$ cat config.mk
export PLATFORM = sky130hd
export DESIGN_NAME = mic_i2s_rx
export DESIGN_NICKNAME = d
export VERILOG_FILES = /design/src/rtl/mic_i2s_rx.sv
export SDC_FILE = /design/constraint.sdc
export NUM_CORES = 1
export LEC_CHECK = 0
export ABC_AREA = 0
export BUFFER_PORTS_ARGS = -buffer_cell sky130_fd_sc_hd__clkbuf_2
export CORE_ASPECT_RATIO = 1.1
export CORE_MARGIN = 2
export CORE_UTILIZATION = 40
export CTS_BUF_LIST = sky130_fd_sc_hd__clkbuf_16
export DETAILED_ROUTE_END_ITERATION = 6
export GPL_ROUTABILITY_DRIVEN = 0
export MAX_ROUTING_LAYER = met4
export PLACE_DENSITY = 0.64
export SLEW_MARGIN = 20
export SYNTH_ARGS = -nofsm -noshare
export SYNTH_HDL_FRONTEND = slang
export SYNTH_SLANG_ARGS = --single-unit
$ cat constraint.sdc
create_clock -name CLK -period 3.37 [get_ports CLK]
set_input_delay 0.337 -clock CLK [delete_from_list [all_inputs] [get_ports CLK]]
set_output_delay 0.337 -clock CLK [all_outputs]
set_load 0.01 [all_outputs]
$ cat src/rtl/mic_i2s_rx.sv
// mic_i2s_rx: I2S master receiver for a stereo pair of MEMS microphones.
//
// Generates SCK and WS for both mics and deserializes the shared data line
// into a left and a right shift register. Each complete frame is latched
// into holding registers for the downstream DMA stage. The selected channel
// is presented sign-extended to 32 bits.
//
// Ports:
//   CLK, RESET     system clock, synchronous active-high reset
//   enable         run the interface; low returns the block to IDLE
//   mic_sck        I2S bit clock (period 2*CLK_DIV CLK cycles)
//   mic_ws         I2S word select, 0 = left (mic 0), 1 = right (mic 1)
//   mic_sd         shared serial data, already synchronized to CLK
//   select         2'b01 = right channel, anything else = left channel
//   mic_data       selected holding register, sign-extended
//   read_ready     an unacknowledged frame is held
//   read_ack       one-cycle pulse, consumer is done with the current frame
//   overrun_count  saturating count of frames overwritten before an ack
//   dbg_state      current FSM state (IDLE=0, WARMUP=1, RUN=2)
//
// Handshake: read_ready is a level. A read_ack seen while read_ready=1
// clears it on the next cycle; read_ack while read_ready=0 is ignored.
// A frame latch in the same cycle as read_ack wins: read_ready stays 1
// and the frame is not counted as an overrun.
//
// Configuration macro: MIC_OVERRUN_CNT_EN builds the overrun counter;
// without it overrun_count is tied to zero.

module mic_i2s_rx #(
    parameter int CLK_DIV        = 8,
    parameter int SAMPLE_BITS    = 24,
    parameter int STARTUP_FRAMES = 4
) (
    input  logic        CLK,
    input  logic        RESET,
    input  logic        enable,
    output logic        mic_sck,
    output logic        mic_ws,
    input  logic        mic_sd,
    input  logic [1:0]  select,
    output logic [31:0] mic_data,
    output logic        read_ready,
    input  logic        read_ack,
    output logic [15:0] overrun_count,
    output logic [1:0]  dbg_state
);

    localparam int DW = $clog2(CLK_DIV);
    localparam int WW = (STARTUP_FRAMES > 1) ? $clog2(STARTUP_FRAMES) : 1;
    localparam logic [DW-1:0] DIV_LAST  = DW'(CLK_DIV - 1);
    localparam logic [WW-1:0] WARM_LAST = (STARTUP_FRAMES > 0) ? WW'(STARTUP_FRAMES - 1) : '0;
    localparam logic [5:0]    FRAME_END = 6'(32 + SAMPLE_BITS);
    localparam logic [4:0]    OFS_LAST  = 5'(SAMPLE_BITS);

    typedef enum logic [1:0] {
        ST_IDLE   = 2'd0,
        ST_WARMUP = 2'd1,
        ST_RUN    = 2'd2
    } state_e;

    state_e                 state_q, state_d;
    logic [WW-1:0]          warm_cnt_q, warm_cnt_d;
    logic [DW-1:0]          div_cnt_q, div_cnt_d;
    logic                   sck_q, sck_d;
    logic                   ws_q, ws_d;
    logic [5:0]             slot_cnt_q, slot_cnt_d;
    logic [SAMPLE_BITS-1:0] shl_q, shl_d;
    logic [SAMPLE_BITS-1:0] shr_q, shr_d;
    logic                   frame_done_q, frame_done_d;
    logic [31:0]            hold_l_q, hold_l_d;
    logic [31:0]            hold_r_q, hold_r_d;
    logic                   ready_q, ready_d;

    logic       running;
    logic       div_wrap;
    logic       rise_evt;
    logic       fall_evt;
    logic       capture;
    logic       frame_evt;
    logic       latch;
    logic [5:0] slot_inc;

    function automatic logic [31:0] sext(input logic [SAMPLE_BITS-1:0] v);
        return {{(32 - SAMPLE_BITS){v[SAMPLE_BITS-1]}}, v};
    endfunction

    // Timing only advances while enabled and out of IDLE; dropping enable
    // zeroes everything on the next edge, discarding any partial frame.
    assign running   = enable && (state_q != ST_IDLE);
    assign div_wrap  = running && (div_cnt_q == DIV_LAST);
    assign rise_evt  = div_wrap && !sck_q;
    assign fall_evt  = div_wrap && sck_q;
    assign slot_inc  = slot_cnt_q + 6'd1;
    // Offset 0 of each slot is the I2S one-bit delay; data sits at 1..SAMPLE_BITS.
    assign capture   = rise_evt && (slot_cnt_q[4:0] != 5'd0) && (slot_cnt_q[4:0] <= OFS_LAST);
    assign frame_evt = rise_evt && (slot_cnt_q == FRAME_END);
    // frame_done_q is one cycle after the last bit was shifted in, so the
    // shift registers already hold the complete frame here.
    assign latch     = frame_done_q && (state_q == ST_RUN);

    // FSM next state
    always_comb begin
        state_d    = state_q;
        warm_cnt_d = warm_cnt_q;
        case (state_q)
            ST_IDLE: begin
                warm_cnt_d = '0;
                if (enable) begin
                    state_d = (STARTUP_FRAMES == 0) ? ST_RUN : ST_WARMUP;
                end
            end
            ST_WARMUP: begin
                if (frame_done_q) begin
                    if (warm_cnt_q == WARM_LAST) begin
                        state_d = ST_RUN;
                    end else begin
                        warm_cnt_d = warm_cnt_q + 1'b1;
                    end
                end
            end
            ST_RUN: begin
                state_d = ST_RUN;
            end
            default: begin
                state_d = ST_IDLE;
            end
        endcase
        if (!enable) begin
            state_d    = ST_IDLE;
            warm_cnt_d = '0;
        end
    end

    // SCK / WS generation and deserialization
    always_comb begin
        div_cnt_d    = '0;
        sck_d        = 1'b0;
        ws_d         = 1'b0;
        slot_cnt_d   = '0;
        shl_d        = '0;
        shr_d        = '0;
        frame_done_d = 1'b0;
        if (running) begin
            div_cnt_d    = div_wrap ? '0 : div_cnt_q + 1'b1;
            sck_d        = div_wrap ? !sck_q : sck_q;
            ws_d         = ws_q;
            slot_cnt_d   = slot_cnt_q;
            shl_d        = shl_q;
            shr_d        = shr_q;
            frame_done_d = frame_evt;
            if (fall_evt) begin
                // WS follows the new slot position, so it changes one SCK
                // ahead of the slot's MSB.
                slot_cnt_d = slot_inc;
                ws_d       = slot_inc[5];
            end
            if (capture) begin
                if (slot_cnt_q[5]) begin
                    shr_d = {shr_q[SAMPLE_BITS-2:0], mic_sd};
                end else begin
                    shl_d = {shl_q[SAMPLE_BITS-2:0], mic_sd};
                end
            end
        end
    end

    // Holding registers and consumer handshake
    always_comb begin
        hold_l_d = hold_l_q;
        hold_r_d = hold_r_q;
        ready_d  = ready_q;
        if (latch) begin
            hold_l_d = sext(shl_q);
            hold_r_d = sext(shr_q);
            ready_d  = 1'b1;
        end else if (read_ack && ready_q) begin
            ready_d = 1'b0;
        end
    end

    always_ff @(posedge CLK) begin
        if (RESET) begin
            state_q      <= ST_IDLE;
            warm_cnt_q   <= '0;
            div_cnt_q    <= '0;
            sck_q        <= 1'b0;
            ws_q         <= 1'b0;
            slot_cnt_q   <= '0;
            shl_q        <= '0;
            shr_q        <= '0;
            frame_done_q <= 1'b0;
            hold_l_q     <= '0;
            hold_r_q     <= '0;
            ready_q      <= 1'b0;
        end else begin
            state_q      <= state_d;
            warm_cnt_q   <= warm_cnt_d;
            div_cnt_q    <= div_cnt_d;
            sck_q        <= sck_d;
            ws_q         <= ws_d;
            slot_cnt_q   <= slot_cnt_d;
            shl_q        <= shl_d;
            shr_q        <= shr_d;
            frame_done_q <= frame_done_d;
            hold_l_q     <= hold_l_d;
            hold_r_q     <= hold_r_d;
            ready_q      <= ready_d;
        end
    end

`ifdef MIC_OVERRUN_CNT_EN
    logic [15:0] ovr_q, ovr_d;
    logic        overrun_hit;

    // An overrun is a latch over an unread frame that is not being acked now.
    assign overrun_hit = latch && ready_q && !read_ack;

    always_comb begin
        ovr_d = ovr_q;
        if (overrun_hit && (ovr_q != 16'hFFFF)) begin
            ovr_d = ovr_q + 16'd1;
        end
    end

    always_ff @(posedge CLK) begin
        if (RESET) begin
            ovr_q <= '0;
        end else begin
            ovr_q <= ovr_d;
        end
    end

    assign overrun_count = ovr_q;
`else
    assign overrun_count = '0;
`endif

    assign mic_sck    = sck_q;
    assign mic_ws     = ws_q;
    assign read_ready = ready_q;
    assign mic_data   = (select == 2'b01) ? hold_r_q : hold_l_q;
    assign dbg_state  = state_q;

endmodule

==> results.json, run 1 <==
{
  "die_w_um": 107,
  "required_ns": 3.03,
  "area_growth_pct": 10.7,
  "multi_input_area_mm2": 0.00209,
  "synth_edf_count": 0,
  "fin_skew_ns": 0.00896,
  "pwr-share-clk": 0.465,
  "setup_viol": 0,
  "use_met1": 0.193,
  "drtPass1Iterations": 4,
  "std_cell_rows": 41,
  "fmax_mhz": 466,
  "ys_top_cells_by_area": "dfxtp_1 48%, nand2_1 12%, mux2i_1 11%",
  "wirelength_um": 9170,
  "p_switching_uw": 522,
  "place.port_buffers": 43,
  "tightest_slew_ns": 0.657,
  "p_leak_nw": 1.86,
  "cts.sinks": 112,
  "synth_warnings": 0,
  "tritoncts": "done",
  "ys_ff_latch": 112,
  "hp-class": "input port to register",
  "start_kind": "input port",
  "antenna_found_initial": 0,
  "outcome": "finished, final reports clean",
  "grt_pass1_wl_um": 15100,
  "drc_errors": 0,
  "timing.rr.start": "dbg_state[0]",
  "final_core_util": 0.452,
  "routedWlPerCell_um": 13.4,
  "internal_power_mw": 2.07,
  "first_iter_violations": 202,
  "startpoint": "select[0]",
  "power_density_mw_per_mm2": 503,
  "cts_buffers": 9,
  "critical_path_peak_fanout": 13,
  "endpoint_kind": "primary output",
  "cp_data_arrival_time_ns": 1.81,
  "fin_tns_setup_ns": 0,
  "die_y_um": 117,
  "drive_above_1_share": 0.184,
  "ant_nets": 0,
  "use_met3": 0.0388,
  "final_nets": 543,
  "fillCellCount": 1114,
  "synth_common_cells": "153 x nand2_1, 112 x dfxtp_1, 57 x a21oi_1, 50 x mux2i_1",
  "start_util": 0.409,
  "io_pins": 60,
  "grt_pass1_vias": 3188,
  "synth_top_area_share": 0.482,
  "switching_share": 0.201,
  "crit_type": "input port to primary output",
  "synth-seq-area-share": 0.482,
  "place_hpwl_um": 6060,
  "seqCellArea_mm2": 0.00224,
  "cap_violations": 0,
  "antenna_cells": 0,
  "synth_most_common_cell": "nand2_1",
  "grt_max_degree": 51,
  "grtUsageTotal": 0.160,
  "synth_cells": 507,
  "holdBufCountCts": 0,
  "avgViaCountPerCell": 4.84,
  "final_max_slew_viol_count": 0,
  "htree_num_levels": 3,
  "die_area_mm2": 0.0125,
  "insertion_delay_ns": 0.34,
  "hold_viol_final": 0,
  "clockRootBuffer": "clkbuf_16",
  "cts_resized": 0,
  "power_frac_seq": 0.511,
  "via_count": 3302,
  "yosysUniqueCellTypes": 38,
  "ir_drop_v": 0.000228,
  "overflow": 0,
  "postCtsSetupBuffers": 0,
  "synth.avg_cell_area_um2": 9.18,
  "synthFlopType": "dfxtp_1",
  "clkTransAtPathRegs_ns": 0.07,
  "pwr-share-comb": 0.024,
  "min_period_ns": 2.15,
  "mappedNetlistArea_mm2": 0.00465,
  "core-area_mm2": 0.0114,
  "finalCritPeriodShare": 0.637,
  "synth_largest_area_cell": "dfxtp_1",
  "gr-usage-met2": 0.260,
  "postSynth.asyncResetShare": 0,
  "slew_headroom": 0.560,
  "top_usage_layer": "met2",
  "clk_path_buf_depth": 2,
  "grt_setup_unrepaired": "false",
  "hold_path.startpoint": "read_ack"
}
[area by class of cell]
type | instances | area share
Clock buffer | 9 | 0.0437
Clock inverter | 7 | 0.0228
Inverter | 6 | 0.00437
Multi-Input combinational cell | 348 | 0.406
Sequential cell | 112 | 0.435
Tap cell | 150 | 0.0364
Timing Repair Buffer | 50 | 0.0520
[power groups by stage]
stage	Clock, mW	Combinational [mW]	Sequential, mW
4_1_cts	1.24	0.0615	1.33
6_report	1.21	0.0612	1.33
2_1_floorplan	0	0.0581	1.36
3_5_place_dp	0	0.0613	1.36
3_3_place_gp	0	0.0589	1.36
5_1_grt	1.30	0.0684	1.33
[sequential cells by signal, summed over array words and instances (netlist names), 2 cells and up]
signal and count:
hold_l_q 24, hold_r_q 24, shl_q 24, shr_q 24
slot_cnt_q 5, div_cnt_q 3, dbg_state 2, warm_cnt_q 2
[placed cells by master, fill, tap and decap left out, types with 3 or more instances in the layout]
cell	n
nand2_1	153
dfxtp_1	112
a21oi_1	57
mux2i_1	50
clkbuf_2	43
mux2_2	24
conb_1	16
ha_1	9
clkbuf_16	9
buf_4	7
inv_1	6
nor2_1	4
nand2b_1	3
nand3_1	3
bufinv_16	3
[stage by stage]
| step | hold WS [ns] | setup slack, ns | cells | total power [mW] | cell area [um^2] |
|---|---|---|---|---|---|
| after CTS | 0.239 | 1.21 | 682 | 2.63 | 5150 |
| after floorplan | 0.408 | 1.40 | 522 | 1.42 | 4710 |
| after global placement | 0.415 | 1.28 | 666 | 1.42 | 4810 |
| after detailed placement | 0.437 | 1.23 | 666 | 1.42 | 4810 |
| after global routing | 0.272 | 1.14 | 682 | 2.69 | 5150 |
| final | 0.251 | 1.22 | 682 | 2.59 | 5150 |
[metal layers]
layer | vias up | share of wire
li1 | 1685 | -
met1 | 1546 | 0.46
met4 | 0 | 0.011
met2 | 62 | 0.49
met3 | 9 | 0.039
met5 | - | 0
[cell families (layout without fill, tap and decap cells)]
group / count (synthesis) / count (layout) / synth area share
AOI/OAI and AO/OA: 65 / 65 / 0.0750
other: 1 / 16 / 0.000806
and+or+nand+nor: 183 / 183 / 0.168
buffers and inverters: 62 / 72 / 0.0831
muxes: 74 / 74 / 0.166
adders and majority gates: 9 / 9 / 0.0242
DFF: 112 / 112 / 0.482
xor gates and xnor gates: 1 / 1 / 0.00188
[critical path: stages]
cell and delay, ns:
clkbuf_2 0.07, nor2b_2 0.55, buf_4 0.35, mux2_2 0.37, clkbuf_2 0.13
[path summary, 6_finish.rpt]
| kind | to | slack, ns | cells past startpoint |
|---|---|---|---|
| max | mic_data[18] | 1.22 | 5 |
| min | read_ready | 0.25 | 3 |
| max reg2reg | shl_q[13] | 1.33 | 6 |
| min reg2reg | div_cnt_q[0] | 0.44 | 1 |
No activity file was read; power rests on OpenSTA's default activity.
==> run 2, diff against run 1 <==
==> constraint.sdc (replaced) <==
create_clock -name CLK -period 2.1 [get_ports CLK]
set_input_delay 0.21 -clock CLK [delete_from_list [all_inputs] [get_ports CLK]]
set_output_delay 0.21 -clock CLK [all_outputs]
set_load 0.01 [all_outputs]
==> results.json, run 2 (same netlist as run 1, synthesis figures left out) <==
{
  "outcome": "finished, final reports clean",
  "start_kind": "register",
  "cts.sinks": 112,
  "slew_headroom": 0.650,
  "antenna_cells": 0,
  "area_growth_pct": 10.9,
  "final_nets": 544,
  "grt_setup_unrepaired": "false",
  "final_core_util": 0.453,
  "insertion_delay_ns": 0.34,
  "fillCellCount": 1110,
  "dr.max_layer_used": "met4",
  "crit_type": "register to register",
  "final_max_slew_viol_count": 0,
  "cts_resized": 0,
  "drtPass1Iterations": 4,
  "tritoncts": "done",
  "holdBufCountCts": 0,
  "critical_path_peak_fanout": 10,
  "via_count": 3287,
  "die_w_um": 107,
  "routedWlPerCell_um": 12.7,
  "min_period_ns": 1.96,
  "fin_ws_ns": 0.141,
  "grt_pass1_vias": 3162,
  "cap_violations": 0,
  "grt_max_degree": 51,
  "clkTransAtPathRegs_ns": 0.07,
  "place_area_mm2": 0.00489,
  "drc_errors": 0,
  "grtUsageTotal": 0.151,
  "hold_viol_final": 0,
  "start_util": 0.409,
  "required_ns": 2.38,
  "io_pins": 60,
  "fin_area_mm2": 0.00516,
  "clockRootBuffer": "clkbuf_16",
  "p_leak_nw": 1.85,
  "postCtsSetupBuffers": 0,
  "drive_above_1_share": 0.182,
  "ir_drop_v": 0.000375,
  "core-area_mm2": 0.0114,
  "std_cell_rows": 41,
  "overflow": 0,
  "place_hpwl_um": 5710,
  "wl_met3_um": 373,
  "hold_path.startpoint": "read_ack",
  "endpoint_kind": "register",
  "antenna_found_initial": 0,
  "layout_commonest_cell": "nand2_1",
  "hp-class": "input port to register",
  "startpoint": "dbg_state[0]",
  "clk_path_buf_depth": 2,
  "tightest_slew_ns": 0.526,
  "wl_met2_um": 4270,
  "grt_pass1_wl_um": 14700,
  "m1WireLength_um": 4010,
  "pre_cts_ws_ns": 0.175,
  "first_iter_violations": 166,
  "multi_input_area_mm2": 0.00209,
  "dp.cells": 667,
  "instances_no_fill": 683,
  "avgViaCountPerCell": 4.81,
  "fin_skew_ns": 0.0114,
  "cts_buffers": 9,
  "timing.rr.start": "dbg_state[0]",
  "place.port_buffers": 43,
  "wirelength_um": 8690,
  "htree_num_levels": 3,
  "ant_nets": 0,
  "finalCritPeriodShare": 0.933,
  "r2r_cells": 5,
  "hold_depth": 3,
  "cp_data_arrival_time_ns": 2.23,
  "seqCellArea_mm2": 0.00224,
  "mostFrequentLayoutCells": "153 x nand2_1, 112 x dfxtp_1, 57 x a21oi_1",
  "fmax_mhz": 510,
  "die_area_mm2": 0.0125,
  "power_density_mw_per_mm2": 734,
  "die_y_um": 117,
  "setup_viol": 0,
  "fin_tns_setup_ns": 0
}
## run 2: changes by cell type in the layout (fill, tap and decap cells not counted)
cell	change
buf_4	-5
inv_1	+1
clkinv_1	+1
clkinv_2	-1
bufinv_16	-3
clkinvlp_4	+1
buf_12	+6
clkinv_4	+1
## run 2: cell type report
class	instances	share of cell area
clock buffers	9	0.0436
flip-flops and latches	112	0.434
inverters	6	0.00436
repair buffers	51	0.0678
well taps	150	0.0363
clock inverters	7	0.00897
multi-input cells	348	0.405
## run 2: power breakdown
group | leakage (nW) | switching [mW] | internal (mW)
Combinational | 0.816 | 0.0696 | 0.0325
Sequential | 0.902 | 0.00265 | 2.12
Clock | 0.135 | 0.756 | 0.805
## run 2: final timing paths
kind	slack, ns	endpoint
setup reg to reg	0.14	mic_ws
hold / removal	0.13	read_ready
hold reg to reg	0.44	div_cnt_q[0]
setup / recovery	0.14	mic_ws
## run 2: worst max-delay path, cell delays in order (launching register included)
cell	delay [ns]
dfxtp_1	0.38
inv_1	0.10
ha_1	0.27
nand4b_1	0.40
or4_1	0.59
a21oi_1	0.15
## run 2: metrics by stage
step	hold WS (ns)	power, mW
final	0.132	3.79
after global routing	0.129	3.94
after CTS	0.124	3.84
after detailed placement	0.435	2.28
after global placement	0.413	2.28
after floorplan	0.372	2.27
## run 2: layer usage
| metal | up-vias | global-route usage |
|---|---|---|
| met2 | 67 | 0.257 |
| met3 | 5 | 0.0354 |
| li1 | 1685 | - |
| met4 | 0 | 0.0338 |
| met1 | 1530 | 0.183 |
| met5 | - | - |
